### src/rtl/input_capture_unit.sv
// Timer input-capture stage.
// Synchronizes the external capture pin, detects the selected edge and
// timestamps it with the live counter value into a small show-ahead FIFO.
// Optional noise filter: define CAP_NOISE_FILTER_EN to insert a FILT_LEN-sample
// majority-free (all-equal) glitch filter between the synchronizer and the
// edge detector.
module input_capture_unit #(
  parameter int FIFO_DEPTH  = 4,
  parameter int SYNC_STAGES = 2,
  parameter int FILT_LEN    = 4
) (
  input  logic                          i_sysclk,
  input  logic                          i_sysrst_n,
  input  logic                          i_cap_pin,
  input  logic                          i_cap_en,
  input  logic                          i_cap_clr,
  input  logic [1:0]                    i_edge_sel,
  input  logic [15:0]                   i_cnt_data,
  input  logic                          i_cap_rd,
  output logic                          o_cap_ic_flg,
  output logic [15:0]                   o_cap_cnt_data,
  output logic                          o_cap_ovr,
  output logic [$clog2(FIFO_DEPTH):0]   o_cap_level
);

  localparam int PTR_W = $clog2(FIFO_DEPTH);
  localparam logic [PTR_W:0] DEPTH_L = (PTR_W + 1)'(FIFO_DEPTH);

  typedef enum logic [1:0] {
    EDGE_RISE = 2'b00,
    EDGE_FALL = 2'b01,
    EDGE_BOTH = 2'b10,
    EDGE_NONE = 2'b11
  } edge_sel_e;

  // Elaboration-time parameter sanity checks.
  if (FIFO_DEPTH < 2 || (FIFO_DEPTH & (FIFO_DEPTH - 1)) != 0) begin : g_bad_depth
    $error("FIFO_DEPTH must be a power of 2 and at least 2");
  end
  if (SYNC_STAGES < 2) begin : g_bad_sync
    $error("SYNC_STAGES must be at least 2");
  end
  if (FILT_LEN < 2) begin : g_bad_filt
    $error("FILT_LEN must be at least 2");
  end

  logic [SYNC_STAGES-1:0] sync_ff;
  logic                   sync_q;
  logic                   edge_src;
  logic                   prev_q;
  logic                   rise;
  logic                   fall;
  logic                   hit;

  logic [15:0]            mem [FIFO_DEPTH];
  logic [PTR_W-1:0]       wr_ptr;
  logic [PTR_W-1:0]       rd_ptr;
  logic [PTR_W:0]         count;
  logic                   ovr_q;
  logic                   empty;
  logic                   full;
  logic                   do_pop;
  logic                   do_push;

  // Metastability synchronizer chain on the asynchronous capture pin.
  always_ff @(posedge i_sysclk or negedge i_sysrst_n) begin
    if (!i_sysrst_n) begin
      sync_ff <= '0;
    end else begin
      // NOTE: sequential state uses non-blocking assignments so every flop
      // samples the pre-edge value of its neighbour, forming a real shift chain.
      sync_ff <= {sync_ff[SYNC_STAGES-2:0], i_cap_pin};
    end
  end

  assign sync_q = sync_ff[SYNC_STAGES-1];

`ifdef CAP_NOISE_FILTER_EN
  // The window holds the FILT_LEN most recent synchronized samples; the
  // newest one is sync_q itself, so only FILT_LEN-1 extra flops are needed.
  logic [FILT_LEN-2:0] filt_sr;
  logic [FILT_LEN-1:0] filt_win;
  logic                filt_lvl;

  assign filt_win = {filt_sr, sync_q};

  // Filtered level follows the pin only once all window samples agree.
  always_ff @(posedge i_sysclk or negedge i_sysrst_n) begin
    if (!i_sysrst_n) begin
      filt_sr  <= '0;
      filt_lvl <= 1'b0;
    end else begin
      filt_sr <= filt_win[FILT_LEN-2:0];
      if (&filt_win) begin
        filt_lvl <= 1'b1;
      end else if (~|filt_win) begin
        filt_lvl <= 1'b0;
      end
    end
  end

  assign edge_src = filt_lvl;
`else
  assign edge_src = sync_q;
`endif

  // Previous-sample register tracks the level even while capture is disabled,
  // so enabling with the pin already high does not fake an edge.
  always_ff @(posedge i_sysclk or negedge i_sysrst_n) begin
    if (!i_sysrst_n) begin
      prev_q <= 1'b0;
    end else begin
      prev_q <= edge_src;
    end
  end

  assign rise = edge_src & ~prev_q;
  assign fall = ~edge_src & prev_q;

  // Edge qualification against the selected polarity.
  always_comb begin
    // NOTE: default first so every path assigns hit and no latch is inferred.
    hit = 1'b0;
    unique case (edge_sel_e'(i_edge_sel))
      EDGE_RISE: hit = rise;
      EDGE_FALL: hit = fall;
      EDGE_BOTH: hit = rise | fall;
      EDGE_NONE: hit = 1'b0;
    endcase
    hit = hit & i_cap_en;
  end

  assign empty   = (count == '0);
  assign full    = (count == DEPTH_L);
  assign do_pop  = i_cap_rd & ~empty & ~i_cap_clr;
  // A full FIFO still accepts a write when the head is popped in the same cycle.
  assign do_push = hit & (~full | do_pop) & ~i_cap_clr;

  // Timestamp storage; contents are never visible while empty.
  always_ff @(posedge i_sysclk) begin
    // NOTE: storage array is deliberately left unreset; the output gating on
    // empty hides stale data, and an unreset array maps onto plain RAM.
    if (do_push) begin
      mem[wr_ptr] <= i_cnt_data;
    end
  end

  // Pointer, occupancy and sticky overrun bookkeeping; clear wins over all.
  always_ff @(posedge i_sysclk or negedge i_sysrst_n) begin
    if (!i_sysrst_n) begin
      wr_ptr <= '0;
      rd_ptr <= '0;
      count  <= '0;
      ovr_q  <= 1'b0;
    end else if (i_cap_clr) begin
      wr_ptr <= '0;
      rd_ptr <= '0;
      count  <= '0;
      ovr_q  <= 1'b0;
    end else begin
      if (do_push) begin
        wr_ptr <= wr_ptr + 1'b1;
      end
      if (do_pop) begin
        rd_ptr <= rd_ptr + 1'b1;
      end
      if (do_push && !do_pop) begin
        count <= count + 1'b1;
      end else if (do_pop && !do_push) begin
        count <= count - 1'b1;
      end
      if (hit && full && !do_pop) begin
        ovr_q <= 1'b1;
      end
    end
  end

  assign o_cap_ic_flg   = ~empty;
  assign o_cap_cnt_data = empty ? 16'h0000 : mem[rd_ptr];
  assign o_cap_ovr      = ovr_q;
  assign o_cap_level    = count;

endmodule

### config.mk
export PLATFORM = sky130hd
export DESIGN_NAME = input_capture_unit
export DESIGN_NICKNAME = d
export VERILOG_FILES = /design/src/rtl/input_capture_unit.sv
export SDC_FILE = /design/constraint.sdc
export NUM_CORES = 1
export LEC_CHECK = 0
export CAP_MARGIN = 20
export CORE_UTILIZATION = 45
export DETAILED_ROUTE_END_ITERATION = 16
export PLACE_DENSITY = 0.68
export SKIP_CTS_REPAIR_TIMING = 1
export SLEW_MARGIN = 25
export SYNTH_ARGS = -nofsm -noshare
export SYNTH_HDL_FRONTEND = slang
export SYNTH_SLANG_ARGS = --single-unit
### constraint.sdc
create_clock -name i_sysclk -period 3.13 [get_ports i_sysclk]
set_clock_uncertainty 0.1 [all_clocks]
set_input_delay 0.939 -clock i_sysclk [delete_from_list [all_inputs] [get_ports i_sysclk]]
set_output_delay 0.939 -clock i_sysclk [all_outputs]
set_load 0.005 [all_outputs]
==> out/qor_table.md <==
| Stage | Result | This run |
|:---|:---|:---|
| clocking | Cell at the root of the clock tree | clkbuf_8 |
| drt | Antenna viol nets, final | 0 |
| setup path | Cell at the slowest stage of the critical path | mux4_2 |
| setup path | Crit-path cells | clkbuf_16 > mux4_2 > and2_1 > clkdlybuf4s50_1 |
| synth | Syn avg cell area | 17.1 µm² |
| setup path | Max FO, Critical Path | 4 |
| floorplan | Initial Util | 0.468 |
| synth | YS warnings | 0 |
| synth | Synthesized netlist cell count | 186 |
| timing | Setup violation total in the final timing report | 0 |
| synth | Largest area contributor in the synthesized netlist | edfxtp_1 |
| worst hold path | Class of the tightest hold or removal check | reg2reg |
| synth | Number of synthesized flops with an enable pin | 64 |
| timing | Final Slew Violations | 0 |
| setup path | Setup crit start kind | flip-flop |
| floorplan | Die footprint | 0.00740 mm² |
| synth | Post-synthesis sequential area ratio | 0.691 |
| drt | Wirelength per Cell | 15.1 µm |
| status | Run status | finished clean |
| layout | Ratio of cells with drive above 1 in the final layout | 0.244 |
| synth | Most instantiated flip-flop cell in the synthesis netlist | edfxtp_1 |
| drt | Aggregate routed wire length | 5470 µm |
| clocking | Source-to-sink clock delay at the later pin of the worst-skew pair | 330 ps |
| clocking | H-tree level count | 3 |
| synth | Count of distinct cell types in the synthesized netlist | 37 |
| floorplan | Core Rows | 30 |
| clocking | TritonCTS Sinks | 75 |
| place | Post-placement cell area | 0.00388 mm² |
| grt | Grt ovf | 0 |
| place | Placer congestion estimate | 0.711 |
| drt | Number of iterations in the first detailed-routing pass | 4 |
| grt | Vias in the first global route | 1666 |
| timing | Maximum clock frequency | 326 MHz |
| run | Max-cap violations | 0 |
| floorplan | Die height | 86.0 µm |
| synth | Area of the mapped netlist | 0.00318 mm² |
| setup path | Worst reg2reg path depth | 9 |
| power | Leak Pwr | 1.60 nW |
| grt | First-pass GRT wire length | 8190 µm |
| clocking | TritonCTS clock tree | built |
| synth | Fraction of synthesized cell area taken by the top area cell type | 0.605 |
| grt | Total track usage | 0.155 |
| layout | Final cell utilization of the core | 0.618 |
| worst hold path | Cell count of the worst hold path | 0 |
| clocking | Number of clock buffers inserted by TritonCTS | 9 |
| setup path | Critical path capture point type | output pin |
| place | DP Worst Slack | -155 ps |
| timing | Final min period | 3070 ps |
| place | Final HPWL DP | 3510 µm |
| timing | Slew at the pin closest to its max-slew limit | 517 ps |
| layout | Final net count | 292 |
| floorplan | Area inside the core boundary | 0.00679 mm² |
| floorplan | Boundary pin count | 45 |
| timing | Fraction of the cycle the final worst path needs | 0.980 |
| synth | Dominant cells by area after synthesis | edfxtp_1 60%, mux4_2 11%, dfrtp_1 8.7% |
| timing | Final Hold Fails | 0 |
| layout | Count of inserted antenna diode cells | 0 |
| power | Max VDD drop | 0.000323 V |
| synth | Proportion of synthesized flip-flops having asynchronous set or reset | 0.147 |
| setup path | Worst path buffer plus inverter count | 2 |
| setup path | Reg-to-reg slack, setup | 600 ps |
| layout | Signed area change from the synthesized netlist to the final layout | 32.0% |
| layout | Design Area, Final | 0.00420 mm² |
| setup path | Number of logic stages on the critical path including buffering | 4 |
| setup path | Dominant delay contributor by cell family on the critical path | buffers and inverters |
| drt | # DRC | 0 |
| place | Number of port buffers | 44 |
| clocking | Clock Pin Slew Worst Setup and Hold Paths | 70 ps |
| drt | Vias per Instance | 4.94 |
| floorplan | Die X-Extent | 86.0 µm |
| drt | Number of vias in the routed layout | 1787 |
| timing | Unrepaired setup endpoints after global routing | false |
| clocking | Clk buf depth | 2 |
| setup path | Endpoint arrival time on the critical path | 2030 ps |
| setup path | Maximum single-stage delay on the critical path | 480 ps |
| grt | Largest net degree at the start of global routing | 20 |
| setup path | Critical path type | reg2out |
| power | P per Cell Area | 582 mW/mm² |
| synth | Synthesized flop and latch total | 75 |
| setup path | Worst EP required | 2090 ps |
| timing | Least setup slack across all paths after layout | 62.7 ps |
| timing | Max_slew headroom | 0.654 |
| synth | Post-Synthesis Net Count | 217 |
| grt | Initial antenna violation count | 0 |
| timing | Worst slack on hold paths | 263 ps |
| drt | Starting DRT DRC Count | 125 |
[where the power goes]
group | internal (W) | total (W) | switching [W]
clock network | 0.000365 | 0.000696 | 0.000331
logic | 0.000382 | 0.000616 | 0.000233
registers | 0.00111 | 0.00113 | 0.0000188
total | 0.00186 | 0.00244 | 0.000583
[cell families (layout without fill, tap and decap cells)]
group           count (synthesis)  count (layout)  share of synthesized area
compound gates                 17              17                     0.0370
xor+xnor                        2               2                    0.00551
fa+ha+maj                       7               7                     0.0299
buf+inv                        17              97                     0.0260
flops                          75              75                      0.691
mux                            18              18                      0.121
simple gates                   50              50                     0.0890
[per-stage QoR]
| step | instances | setup TNS (ps) | total power [W] |
|---|---|---|---|
| finish | 362 | 0 | 0.00244 |
| global route | 362 | 0 | 0.00256 |
| CTS | 353 | -392 | 0.00241 |
| detailed placement | 337 | -283 | 0.00171 |
| global placement | 337 | -217 | 0.00171 |
| floorplan | 186 | 0 | 0.00145 |
[path summary, 6_finish.rpt]
kind,from,endpoint
min reg2reg,sync_ff[0],sync_ff[1]
max in group asynchronous,i_sysrst_n,rd_ptr[0]
min,sync_ff[0],sync_ff[1]
max,rd_ptr[0],o_cap_cnt_data[12]
min in group asynchronous,i_sysrst_n,o_cap_level[0]
max reg2reg,sync_ff[1],o_cap_level[1]
[cells in the final DEF (no fill, tap or decap), types with 4 or more instances in the layout]
| cell type | n |
|---|---|
| o21ai_0 | 5 |
| dfrtp_1 | 10 |
| dlymetal6s2s_1 | 9 |
| nor2_1 | 5 |
| clkbuf_8 | 9 |
| inv_1 | 6 |
| ha_1 | 6 |
| mux4_2 | 16 |
| clkdlybuf4s50_1 | 35 |
| buf_4 | 25 |
| a21oi_1 | 5 |
| nand2_1 | 6 |
| buf_12 | 4 |
| and2_1 | 21 |
| edfxtp_1 | 64 |
| nor3_1 | 4 |
[flip-flops by register name, summed over array words and instances (netlist names)]
register     cells
mem             64
rd_ptr           2
sync_ff          2
o_cap_level      3
o_cap_ovr        1
wr_ptr           2
prev_q           1
[routing by layer]
| layer | GRT usage | routed length [µm] | up-vias |
|---|---|---|---|
| li1 | - | - | 862 |
| met1 | 0.191 | 2380 | 880 |
| met2 | 0.250 | 2770 | 37 |
| met3 | 0.0375 | 226 | 8 |
| met4 | 0.0909 | 96 | 0 |
| met5 | 0 | 0 | - |
[cells in the mapped netlist, types with 2 or more instances]
cell type	instances
a21oi_1	5
and2_1	21
buf_2	4
clkbuf_1	3
clkbuf_2	2
dfrtp_1	11
edfxtp_1	64
ha_1	6
inv_1	6
mux4_2	16
nand2_1	6
nand3_1	2
nor2_1	5
nor3_1	4
nor3b_1	2
o21ai_0	5
or3_1	3
xor2_1	2
[cell type report]
| cell class | count | area [µm²] |
|---|---|---|
| multi-input cells | 94 | 903 |
| fillers | 506 | 2600 |
| clock inverters | 5 | 53.8 |
| well taps | 96 | 120 |
| clock buffers | 11 | 131 |
| inverters | 6 | 22.5 |
| flip-flops and latches | 75 | 2200 |
| repair buffers | 75 | 767 |
[worst register-to-register path, stage by stage (launching register included)]
cell and delay [ps]:
dfrtp_1 380, inv_1 60, ha_1 290, o21ai_1 220, o211ai_2 140, nor3_1 190
and2_1 170, fa_1 430, a221o_1 350, a21oi_1 140
(Power assumes the default switching activity.)
